[config.mk]
export PLATFORM = sky130hd
export DESIGN_NAME = mux4to1_rr_stream
export DESIGN_NICKNAME = d
export VERILOG_FILES = /design/src/rtl/mux_pkg.sv /design/src/rtl/mux4to1_rr_stream_arb.sv /design/src/rtl/mux4to1_rr_stream.sv
export SDC_FILE = /design/constraint.sdc
export NUM_CORES = 1
export LEC_CHECK = 0
export ABC_AREA = 1
export BUFFER_PORTS_ARGS = -buffer_cell sky130_fd_sc_hd__buf_2
export CORE_MARGIN = 1.5
export CORE_UTILIZATION = 46
export CTS_CLUSTER_SIZE = 16
export DETAILED_ROUTE_END_ITERATION = 12
export PLACE_DENSITY = 0.79
export SLEW_MARGIN = 20
export SYNTH_ARGS = -nofsm -noshare
export SYNTH_HDL_FRONTEND = slang
export SYNTH_SLANG_ARGS = --single-unit
[constraint.sdc]
create_clock -name clk -period 2.8 [get_ports clk]
set_input_delay 0 -clock clk [delete_from_list [all_inputs] [get_ports clk]]
set_output_delay 0 -clock clk [all_outputs]
set_load 0.02 [all_outputs]
[src/rtl/mux_pkg.sv]
// Shared types for the 4-to-1 round-robin stream merge: channel count, select width, state view.
package mux_pkg;
  localparam int NUM_CH = 4;
  localparam int SEL_W  = 2;

  typedef logic [SEL_W-1:0] sel_t;

  // Debug view of the output register: FULL exactly when out_valid is set.
  typedef enum logic {ST_EMPTY, ST_FULL} st_t;
endpackage

[src/rtl/mux4to1_rr_stream_arb.sv]
// Combinational rotating-priority arbiter: picks the first requester at or after ptr (mod 4).
// Zero latency; no state, so backpressure is handled entirely by the caller gating the grant.
module rr_arbiter4
  import mux_pkg::*;
(
  input  logic [NUM_CH-1:0] req,
  input  sel_t              ptr,
  output logic [NUM_CH-1:0] grant,
  output sel_t              gidx,
  output logic              any
);

  sel_t idx;

  always_comb begin
    grant = '0;
    gidx  = '0;
    any   = 1'b0;
    idx   = '0;
    for (int k = 0; k < NUM_CH; k++) begin
      idx = ptr + sel_t'(k);
      if (!any && req[idx]) begin
        any         = 1'b1;
        gidx        = idx;
        grant[idx]  = 1'b1;
      end
    end
  end

endmodule

[src/rtl/mux4to1_rr_stream.sv]
// Merges four valid/ready channels onto one stream tagged with its source index, round-robin.
// One registered stage: 1-cycle latency, full throughput; a stalled output blocks all in_ready.
module mux4to1_rr_stream
  import mux_pkg::*;
#(
  parameter int WIDTH = 8,
  parameter int CNT_W = 16
) (
  input  logic                    clk,
  input  logic                    reset,
  input  logic                    e,
  input  logic [NUM_CH-1:0]       in_valid,
  input  logic [NUM_CH*WIDTH-1:0] in_data,
  output logic [NUM_CH-1:0]       in_ready,
  output logic                    out_valid,
  input  logic                    out_ready,
  output logic [WIDTH-1:0]        out_data,
  output sel_t                    out_sel,
  output logic [CNT_W-1:0]        xfer_count
);

  st_t               state;
  sel_t              ptr;
  logic [NUM_CH-1:0] grant;
  sel_t              gidx;
  logic              any;
  logic              load_ok;
  logic              load;
  logic              drain;
  logic [WIDTH-1:0]  ch_data [NUM_CH];

  for (genvar i = 0; i < NUM_CH; i++) begin : g_unpack
    assign ch_data[i] = in_data[i*WIDTH +: WIDTH];
  end

  rr_arbiter4 u_arb (
    .req   (in_valid),
    .ptr   (ptr),
    .grant (grant),
    .gidx  (gidx),
    .any   (any)
  );

  assign out_valid = (state == ST_FULL);
  assign load_ok   = e & (~out_valid | out_ready);
  assign load      = load_ok & any;
  assign drain     = out_valid & out_ready;
  // Reset must also hide the grant, since the edge it lands on discards everything.
  assign in_ready  = (load_ok & ~reset) ? grant : '0;

  always_ff @(posedge clk) begin
    if (reset) begin
      state      <= ST_EMPTY;
      out_data   <= '0;
      out_sel    <= '0;
      ptr        <= '0;
      xfer_count <= '0;
    end else begin
      if (drain) begin
        xfer_count <= xfer_count + CNT_W'(1);
      end
      if (load) begin
        state    <= ST_FULL;
        out_data <= ch_data[gidx];
        out_sel  <= gidx;
        ptr      <= gidx + sel_t'(1);
      end else if (drain) begin
        state <= ST_EMPTY;
      end
    end
  end

endmodule
* Word-level counts from Yosys, hierarchy flattened
Cells that the tools add are included.
** Word-level totals
- Register bits after elaboration :: 29
- Bits in latches :: 0
- Bits in writable memories :: 0
- Bits in read-only memories :: 0
- Input bits :: 40
- Output and inout port bits :: 31
- Logic and storage cells :: 75
- Memories :: 0
** Cells by class
- Add/sub/neg operators :: 5
- $mul :: 0
- Div/mod/pow operators :: 0
- Magnitude comparators :: 9
- Equal/unequal tests :: 0
- Shift-type cells :: 0
- Mux-type cells :: 34
- Bitwise gates (word level) :: 11
- Reduce and logical (&&, ||, !) cells :: 11
** Operators with widths (count)
- two-way mux 4 bit :: 5
- adder 16 x 1 -> 16 bit (second input constant) :: 1
- binary-select mux 8 bit (select 2 bit) :: 1
- two-way mux 8 bit :: 2
- two-way mux 1 bit :: 14
- < comparator 2 x 3 -> 1 bit (second input constant) :: 4
- bitwise OR 4 bit :: 3
- binary-select mux 1 bit (select 2 bit) :: 4
- demux 1 bit (select 2 bit) :: 4
- >= comparator 2 x 1 -> 1 bit (second input constant) :: 4
- two-way mux 2 bit :: 4
- logical AND 1 bit :: 7
- adder 2 x 1 -> 2 bit (second input constant) :: 2
- adder 2 bit (second input constant) :: 2
- bitwise AND 1 bit :: 4
- >= comparator 3 bit (second input constant) :: 1
- logical NOT 1 bit :: 3
- inverter 2 -> 3 bit :: 1
- inverter 1 bit :: 2
- nonzero test 2 bit :: 1
- bitwise OR 1 bit :: 1

* Depth between registers and ports, before layout
Gate-level depths: netlist (run 1).
- Depth after elaboration :: 16
- Depth in mapped cells :: 16
- Depth with buffers taken out :: 15

* Cells and area by module
A second synthesis (run 1) with hierarchy kept.
** Second synthesis, totals
- Cells, all modules :: 309
- Area total of the unflattened synthesis :: 1961.9 µm²
** By module, submodules not included
- mux4to1_rr_stream :: times used 1, cells an instance 235, area an instance 1521.5 µm², sequential area each 580.6 µm²
- rr_arbiter4 :: times used 1, cells an instance 74, area an instance 440.4 µm², sequential area each 0.0 µm²

* Worst setup path before layout (run 1)
No wires, ideal clock.
- Kind :: register to register
- From :: reg ptr[0]
- To :: reg out_data[3]
- Setup time :: 118 ps
- Data arrival time :: 1952 ps
- Data required time :: 2682 ps
- Path slack :: 731 ps
- Stages on the path, launching flop included :: 13
- Path buffers :: 2
- Period minus slack after synthesis :: 2069 ps
- Path through :: dfxtp_1 buf_6 inv_8 ha_1 inv_1 nand3_1 nand2_1 inv_1 nand3_4 nand3_4 buf_8 a21oi_1 a21oi_2
** Between the ends
- Word-level cells in the longest chain between the ends :: 16
- Elaborated cells on any way between the ends :: 30
- Classes of those cells :: 3 x add/sub; 19 x mux; 2 x bitwise; 6 x reduce/logical
** Ends and longest elaborated chain
- start: declaration :: RTL line mux4to1_rr_stream.sv:23 : sel_t ptr;
- start signal: assignment :: RTL line mux4to1_rr_stream.sv:66 : ptr <= gidx + sel_t'(1);
- parallel branches: the longest is 16 deep, another holds adder 2 x 1 -> 2 bit
- end signal: assignment :: RTL line mux4to1_rr_stream.sv:64 : out_data <= ch_data[gidx];
- end: declaration :: RTL line mux4to1_rr_stream.sv:17 : output logic [WIDTH-1:0] out_data,
Parallel ways; which one is timed is not known. The select of a mux whose other input is x is not followed.
A chain may end at the register's enable or synchronous reset.

* Worst setup path after layout (run 1)
- From :: reg ptr[0]
- To :: reg out_data[6]
The elaborated chain is that of the path after synthesis.

==> results of run 1 <==
==> how the worst max path moves through the flow <==
stage                 from           to  cells past startpoint
finish              ptr[0]  out_data[6]                     12
global route        ptr[0]  out_data[5]                     15
CTS                 ptr[0]  out_data[6]                     12
detailed placement  ptr[0]  out_data[6]                     12
global placement    ptr[0]  out_data[6]                     12
floorplan           ptr[0]  out_data[3]                     12
==> stage by stage <==
step	worst slack, ns	total power (W)	hold WS, ns	instance area [sq um]	std cells
floorplan	0.731	0.00193	0.150	2120	330
global placement	0.597	0.00221	0.271	2490	446
detailed placement	0.483	0.00225	0.282	2490	446
CTS	0.480	0.00260	0.0204	2600	455
global route	0.273	0.00284	0.0321	2600	455
finish	0.479	0.00261	0.0246	2600	455
==> synth_stat cells (all sizes together) <==
cell type,count
nand2,81
inv,63
nand3,44
dfxtp,29
nor2,29
nand4,18
a21oi,17
o21ai,13
ha,8
buf,6
nor3,6
a22oi,3
clkbuf,3
xor2,3
nor3b,2
o21a,2
a21boi,1
a31oi,1
o211ai,1
==> where the power goes <==
part | total, W | internal (W) | switching (W) | leakage [nW]
clock network | 0.000344 | 0.000194 | 0.000150 | 0.0443
logic | 0.00172 | 0.000542 | 0.00118 | 1.17
registers | 0.000544 | 0.000492 | 0.0000517 | 0.237
total | 0.00261 | 0.00123 | 0.00138 | 1.45
==> critical path: stages, from the launching register on <==
cell     delay [ns]
dfxtp_1        0.42
inv_8          0.07
ha_1           0.35
inv_1          0.12
nand3_1        0.09
nand2_1        0.15
inv_1          0.09
nand3_4        0.19
nand2_4        0.11
inv_2          0.22
nand2_2        0.13
a21oi_1        0.19
a21oi_2        0.08
==> cells by family (layout without fill, tap and decap cells) <==
| logic type | Yosys count | count (layout) |
|---|---|---|
| and+or+nand+nor | 180 | 180 |
| buffers and inverters | 72 | 145 |
| AOI/OAI and AO/OA | 38 | 38 |
| DFF | 29 | 29 |
| adders and majority gates | 8 | 8 |
| xor gates and xnor gates | 3 | 3 |
==> state kept, by name (all words and copies together) (netlist names) <==
register and count:
xfer_count 16, out_data 8, out_sel 2, out_valid 1
ptr 2
==> repair_timing <==
action,in CTS,in global routing
endpoints found under the hold margin,2,0
gates resized for setup,0,0
hold buffers,2,0
==> layer usage <==
metal  wire [um]  global-route usage, %  vias to the layer above  share of wire (%)
li1            -                      -                     1212                  -
met5           0                      0                        -                  0
met4          50                   4.82                        0               0.92
met2        2600                   37.2                       96                 48
met3         397                   5.41                        7                7.3
met1        2380                   27.2                     1054                 44
==> cell usage in the layout (no fill, tap or decap), drive strengths merged, types with 2 or more instances in the layout <==
cell type / Yosys / final
a21oi: 17 / 17
a22oi: 3 / 3
buf: 6 / 73
clkbuf: 3 / 7
dfxtp: 29 / 29
dlygate4sd3: 0 / 2
ha: 8 / 8
inv: 63 / 63
nand2: 81 / 81
nand3: 44 / 44
nand4: 18 / 18
nor2: 29 / 29
nor3: 6 / 6
nor3b: 2 / 2
o21a: 2 / 2
o21ai: 13 / 13
xor2: 3 / 3
==> final cells by class <==
cell class	instances	area share, %
Multi-Input combinational cell	229	47.4
Sequential cell	29	22.3
Timing Repair Buffer	75	15.1
Clock buffer	7	3.32
Tap cell	52	2.50
Inverter	63	9.38
==> impl_metrics.tcl, run 1 <==
set metrics [dict create \
    cp.arrival_ns 2.49 \
    hold_path_end "out_data[6]" \
    wl_per_cell_um 11.9 \
    hold_viol_final 0 \
    dieWidth_um 70.9 \
    post_cts_buffers 0 \
    clk_pin_slew_ns 0.06 \
    num_rows 24 \
    grt_pass1_vias 2098 \
    postRouteWirelength_um 5420 \
    nFillCells 450 \
    grt_max_degree 20 \
    via_count 2369 \
    syn-num-nets 378 \
    drt-vias-per-instance 5.21 \
    multi_input_area_sq_mm 0.00123 \
    slew_violations 0 \
    hold_start "in_data[6]" \
    synth.avg_cell_area_sq_um 6.43 \
    htreeDepth 2 \
    path_max_fanout 15 \
    die_area_sq_mm 0.00503 \
    track_usage_pct 21.5 \
    area_growth_pct 22.7 \
    ant_nets 0 \
    portBuffers 70 \
    core-area_sq_mm 0.00438 \
    cts_max_path_buffers 2 \
    crit_type "reg2reg" \
    initialDrtViolationCount 157 \
    cts_buffers 5 \
    status "complete, no violations" \
    reg2reg_depth 12 \
    cp-start-kind "flop" \
    finalSetupViolCount 0 \
    synthCells 330 \
    synth_top_area_share_pct 27.4 \
    fin_crit_sh_pct 82.9 \
    syn-cell-area_sq_mm 0.00212 \
    worst_pin_slew_ns 0.365 \
    grt_pass1_wl_um 8820 \
    synthAdderAreaFrac_pct 4.72 \
    synth_top_family_by_area "simple AND/OR/NAND/NOR gates" \
    ios 71 \
    final_layout_size_suffix_gt1_share_pct 25.8 \
    drc 0 \
    cts_sinks 29 \
    die_h_um 70.9 \
    rsz0062_at_grt "no" \
    synth_seq_cells 29 \
    final.setup.tns_ns 0 \
    rr_endpoint "out_data[6]" \
    relSlewSlack_pct 75.7 \
    num_antenna_cells 0 \
    synth-compound-area-share_pct 10.2 \
    min_path_type "in2reg" \
    gp_congestion 0.882 \
    start_util_pct 48.4 \
    synth.distinct_cells 32 \
    antenna_found_initial 0 \
    reg2reg_from "ptr[0]" \
    final_nets 451 \
    grt_overflow 0 \
    register_area_sq_um 581 \
    power_density_mw_per_mm2 1000 \
    required_ns 2.97 \
    dpl.hpwl_um 4100 \
    synth_area_leader_cell "dfxtp_1" \
    synth_xor_area_share_pct 1.24 \
    dr.pass1.iters 4 \
    period_needed_ns 2.32 \
    clkLatencyLatePin_ns 0.28 \
    post-route-util_pct 59.3 \
    min_path_cells 3 \
    p_leak_nw 1.45 \
    endpoint_kind "flop" \
    ir_worst_vdd_v 0.000595 \
    clock_skew_ns 0.00831 \
    synthMuxAreaShare_pct 0 \
    ys_top_cells_by_area "dfxtp_1 27%, nand2_1 12%, inv_1 10%" \
    clock-root-buffer "clkbuf_8" \
    r2r_setup_slack_ns 0.48 \
    max_cap_viol_count 0 \
    cts_tree "yes" \
    yosysSeqAreaShare_pct 27.4 \
    yosysWarnings 0 \
    synth-simple-area-share_pct 41.9 \
    fmax_mhz 431 \
]
No activity file was read; power rests on OpenSTA's default activity.
==> inputs of run 2 (changes only) <==
--- a/config.mk
+++ b/config.mk
@@ -11,7 +11,7 @@
 export CORE_UTILIZATION = 46
 export CTS_CLUSTER_SIZE = 16
 export DETAILED_ROUTE_END_ITERATION = 12
-export PLACE_DENSITY = 0.79
+export PLACE_DENSITY = 0.82
 export SLEW_MARGIN = 20
 export SYNTH_ARGS = -nofsm -noshare
 export SYNTH_HDL_FRONTEND = slang
==> constraint.sdc (replaced) <==
create_clock -name clk -period 2 [get_ports clk]
set_input_delay 0 -clock clk [delete_from_list [all_inputs] [get_ports clk]]
set_output_delay 0 -clock clk [all_outputs]
set_load 0.02 [all_outputs]
==> run 2 against run 1 <==
Count of clock-buffer cells in the layout decreased by 2. Sequential share of layout area decreased by 2.1 points. Sequential power increased by 42%. Clock power increased by 110%. Non-clock buffer count increased by 16. First-iteration DRC count decreased by 8.9%. Global-route usage increased by 1.8 points. Via count increased by 1.2%. Combinational power increased by 84%. Utilization increased by 6.8 points. Clock skew decreased by 0.0011 ns.
==> impl_metrics.tcl, run 2 (synthesis gave the netlist of run 1 again) <==
set metrics [dict create \
    track_usage_pct 23.4 \
    max_cap_viol_count 0 \
    min_path_type "in2reg" \
    wl_per_cell_um 12.0 \
    slowest_stage "dfxtp_4" \
    initialDrtViolationCount 143 \
    cts_max_path_buffers 2 \
    finalPower_w 0.00466 \
    placed_cell_area_sq_mm 0.00257 \
    required_ns 2.22 \
    rr_endpoint "out_data[6]" \
    grt_pass1_wl_um 9630 \
    dieWidth_um 70.9 \
    die_area_sq_mm 0.00503 \
    most-common-layout-cells "70 x buf_2, 66 x nand2_1, 56 x inv_1" \
    grt_overflow 0 \
    min_path_cells 3 \
    fin_area_sq_mm 0.00290 \
    antenna_found_initial 0 \
    power_density_mw_per_mm2 1610 \
    cts_tree "yes" \
    rsz0062_at_grt "yes" \
    status "complete, no violations" \
    cp.arrival_ns 2.13 \
    htreeDepth 2 \
    drt-vias-per-instance 5.08 \
    num_antenna_cells 0 \
    clk_pin_slew_ns 0.07 \
    period_needed_ns 1.91 \
    core-area_sq_mm 0.00438 \
    hold_start "in_data[6]" \
    final_common_cell "buf_2" \
    clock-root-buffer "clkbuf_8" \
    die_h_um 70.9 \
    worst_pin_slew_ns 0.369 \
    p_leak_nw 1.59 \
    fmax_mhz 524 \
    via_count 2397 \
    grt_pass1_vias 2247 \
    endpoint_kind "flop" \
    num_rows 24 \
    largest_reg_flops 16 \
    finalSetupViolCount 0 \
    cts_buffers 5 \
    clock_skew_ns 0.00718 \
    clkLatencyLatePin_ns 0.28 \
    gp_congestion 0.924 \
    multi_input_area_sq_mm 0.00131 \
    dr.pass1.iters 4 \
    reg2reg_depth 13 \
    final_nets 467 \
    relSlewSlack_pct 75.4 \
    start_util_pct 48.4 \
    grt_max_degree 19 \
    cts_sinks 29 \
    fin_crit_sh_pct 95.5 \
    hold_path_end "out_data[6]" \
    final_layout_size_suffix_gt1_share_pct 32.9 \
    slew_violations 0 \
    critPathMaxStageDelay_ns 0.38 \
    nFillCells 383 \
    crit_type "reg2reg" \
    ir_worst_vdd_v 0.000830 \
    cp-start-kind "flop" \
    hold_viol_final 0 \
    reg2reg_from "ptr[0]" \
    post-route-util_pct 66.2 \
    postRouteWirelength_um 5650 \
    path_max_fanout 6 \
    drc 0 \
    r2r_setup_slack_ns 0.09 \
    area_growth_pct 36.8 \
    largestRegisters "xfer_count (16), out_data (8)" \
    register_area_sq_um 586 \
    ant_nets 0 \
    top_register "xfer_count" \
    dpl.hpwl_um 4090 \
    ios 71 \
    portBuffers 70 \
    crit_chain "inv_8, ha_4, nand3_2, nand2_4, nor2_8, nand3_4, nand3_4, buf_4, inv_2, nand2_1, nand3_1, nand2_1, a21oi_2" \
]
==> run 2: cell types whose count changed in the layout (fill, tap and decap cells not counted), sizes merged <==
cell / change
clkbuf: -2
bufinv: +2
clkinv: +1
buf: +16
==> run 2: metrics by stage <==
| stage | std cells | setup TNS [ns] | hold WS [ns] | setup WS (ns) |
|---|---|---|---|---|
| 2_1_floorplan | 330 | 0 | 0.150 | 0.0101 |
| 3_3_place_gp | 454 | -0.00218 | 0.259 | -0.00135 |
| 3_5_place_dp | 454 | -0.0396 | 0.265 | -0.0140 |
| 4_1_cts | 468 | -0.000852 | 0.0133 | -0.000852 |
| 5_1_grt | 472 | -0.0622 | 0.0376 | -0.0265 |
| 6_report | 472 | 0 | 0.0148 | 0.0905 |
==> run 2: timing repair <==
| item | CTS | global route |
|---|---|---|
| resized for setup | 6 | 20 |
| endpoints found under the setup margin | 8 | 15 |
| pin swaps | 2 | 9 |
| hold buffers | 2 | 0 |
| setup buffers | 4 | 4 |
| endpoints found under the hold margin | 2 | 0 |
==> run 2: how the worst max path moves through the flow <==
| stage | startpoint | to | depth (start not counted) |
|---|---|---|---|
| after floorplan | ptr[0] | out_data[3] | 12 |
| after global placement | ptr[0] | out_data[3] | 11 |
| after detailed placement | ptr[0] | out_data[5] | 13 |
| after CTS | ptr[0] | out_data[0] | 13 |
| after global routing | ptr[0] | in_ready[1] | 11 |
| final | ptr[0] | out_data[6] | 13 |
==> run 2: final cells by class <==
cell class / instances / share of cell area (%)
inverter: 63 / 8.50
multi-input combinational: 229 / 45.3
clock buffer: 5 / 2.37
sequential: 29 / 20.2
clock inverter: 3 / 2.24
timing repair buffer: 91 / 19.2
tap: 52 / 2.24
==> run 2: worst max-delay path, delay by kind of cell (launching register included) <==
| kind | cells | cell delay [ns] |
|---|---|---|
| compound gates | 1 | 0.09 |
| fa+ha+maj | 1 | 0.30 |
| buf+inv | 3 | 0.29 |
| flops | 1 | 0.38 |
| simple gates | 8 | 0.80 |
==> run 2: where the power goes <==
group	internal [W]	leakage [nW]	switching (W)	total [W]
registers	0.000696	0.238	0.0000785	0.000775
logic	0.00126	1.28	0.00190	0.00316
clock network	0.000495	0.0681	0.000231	0.000726
==> run 2: metal layers <==
metal	track usage (%)	vias to the layer above	share of wire, %
met4	7.76	0	1.8
li1	-	1240	-
met2	39.9	67	51
met1	28.9	1079	42
met3	5.70	11	5.1
met5	0	-	0
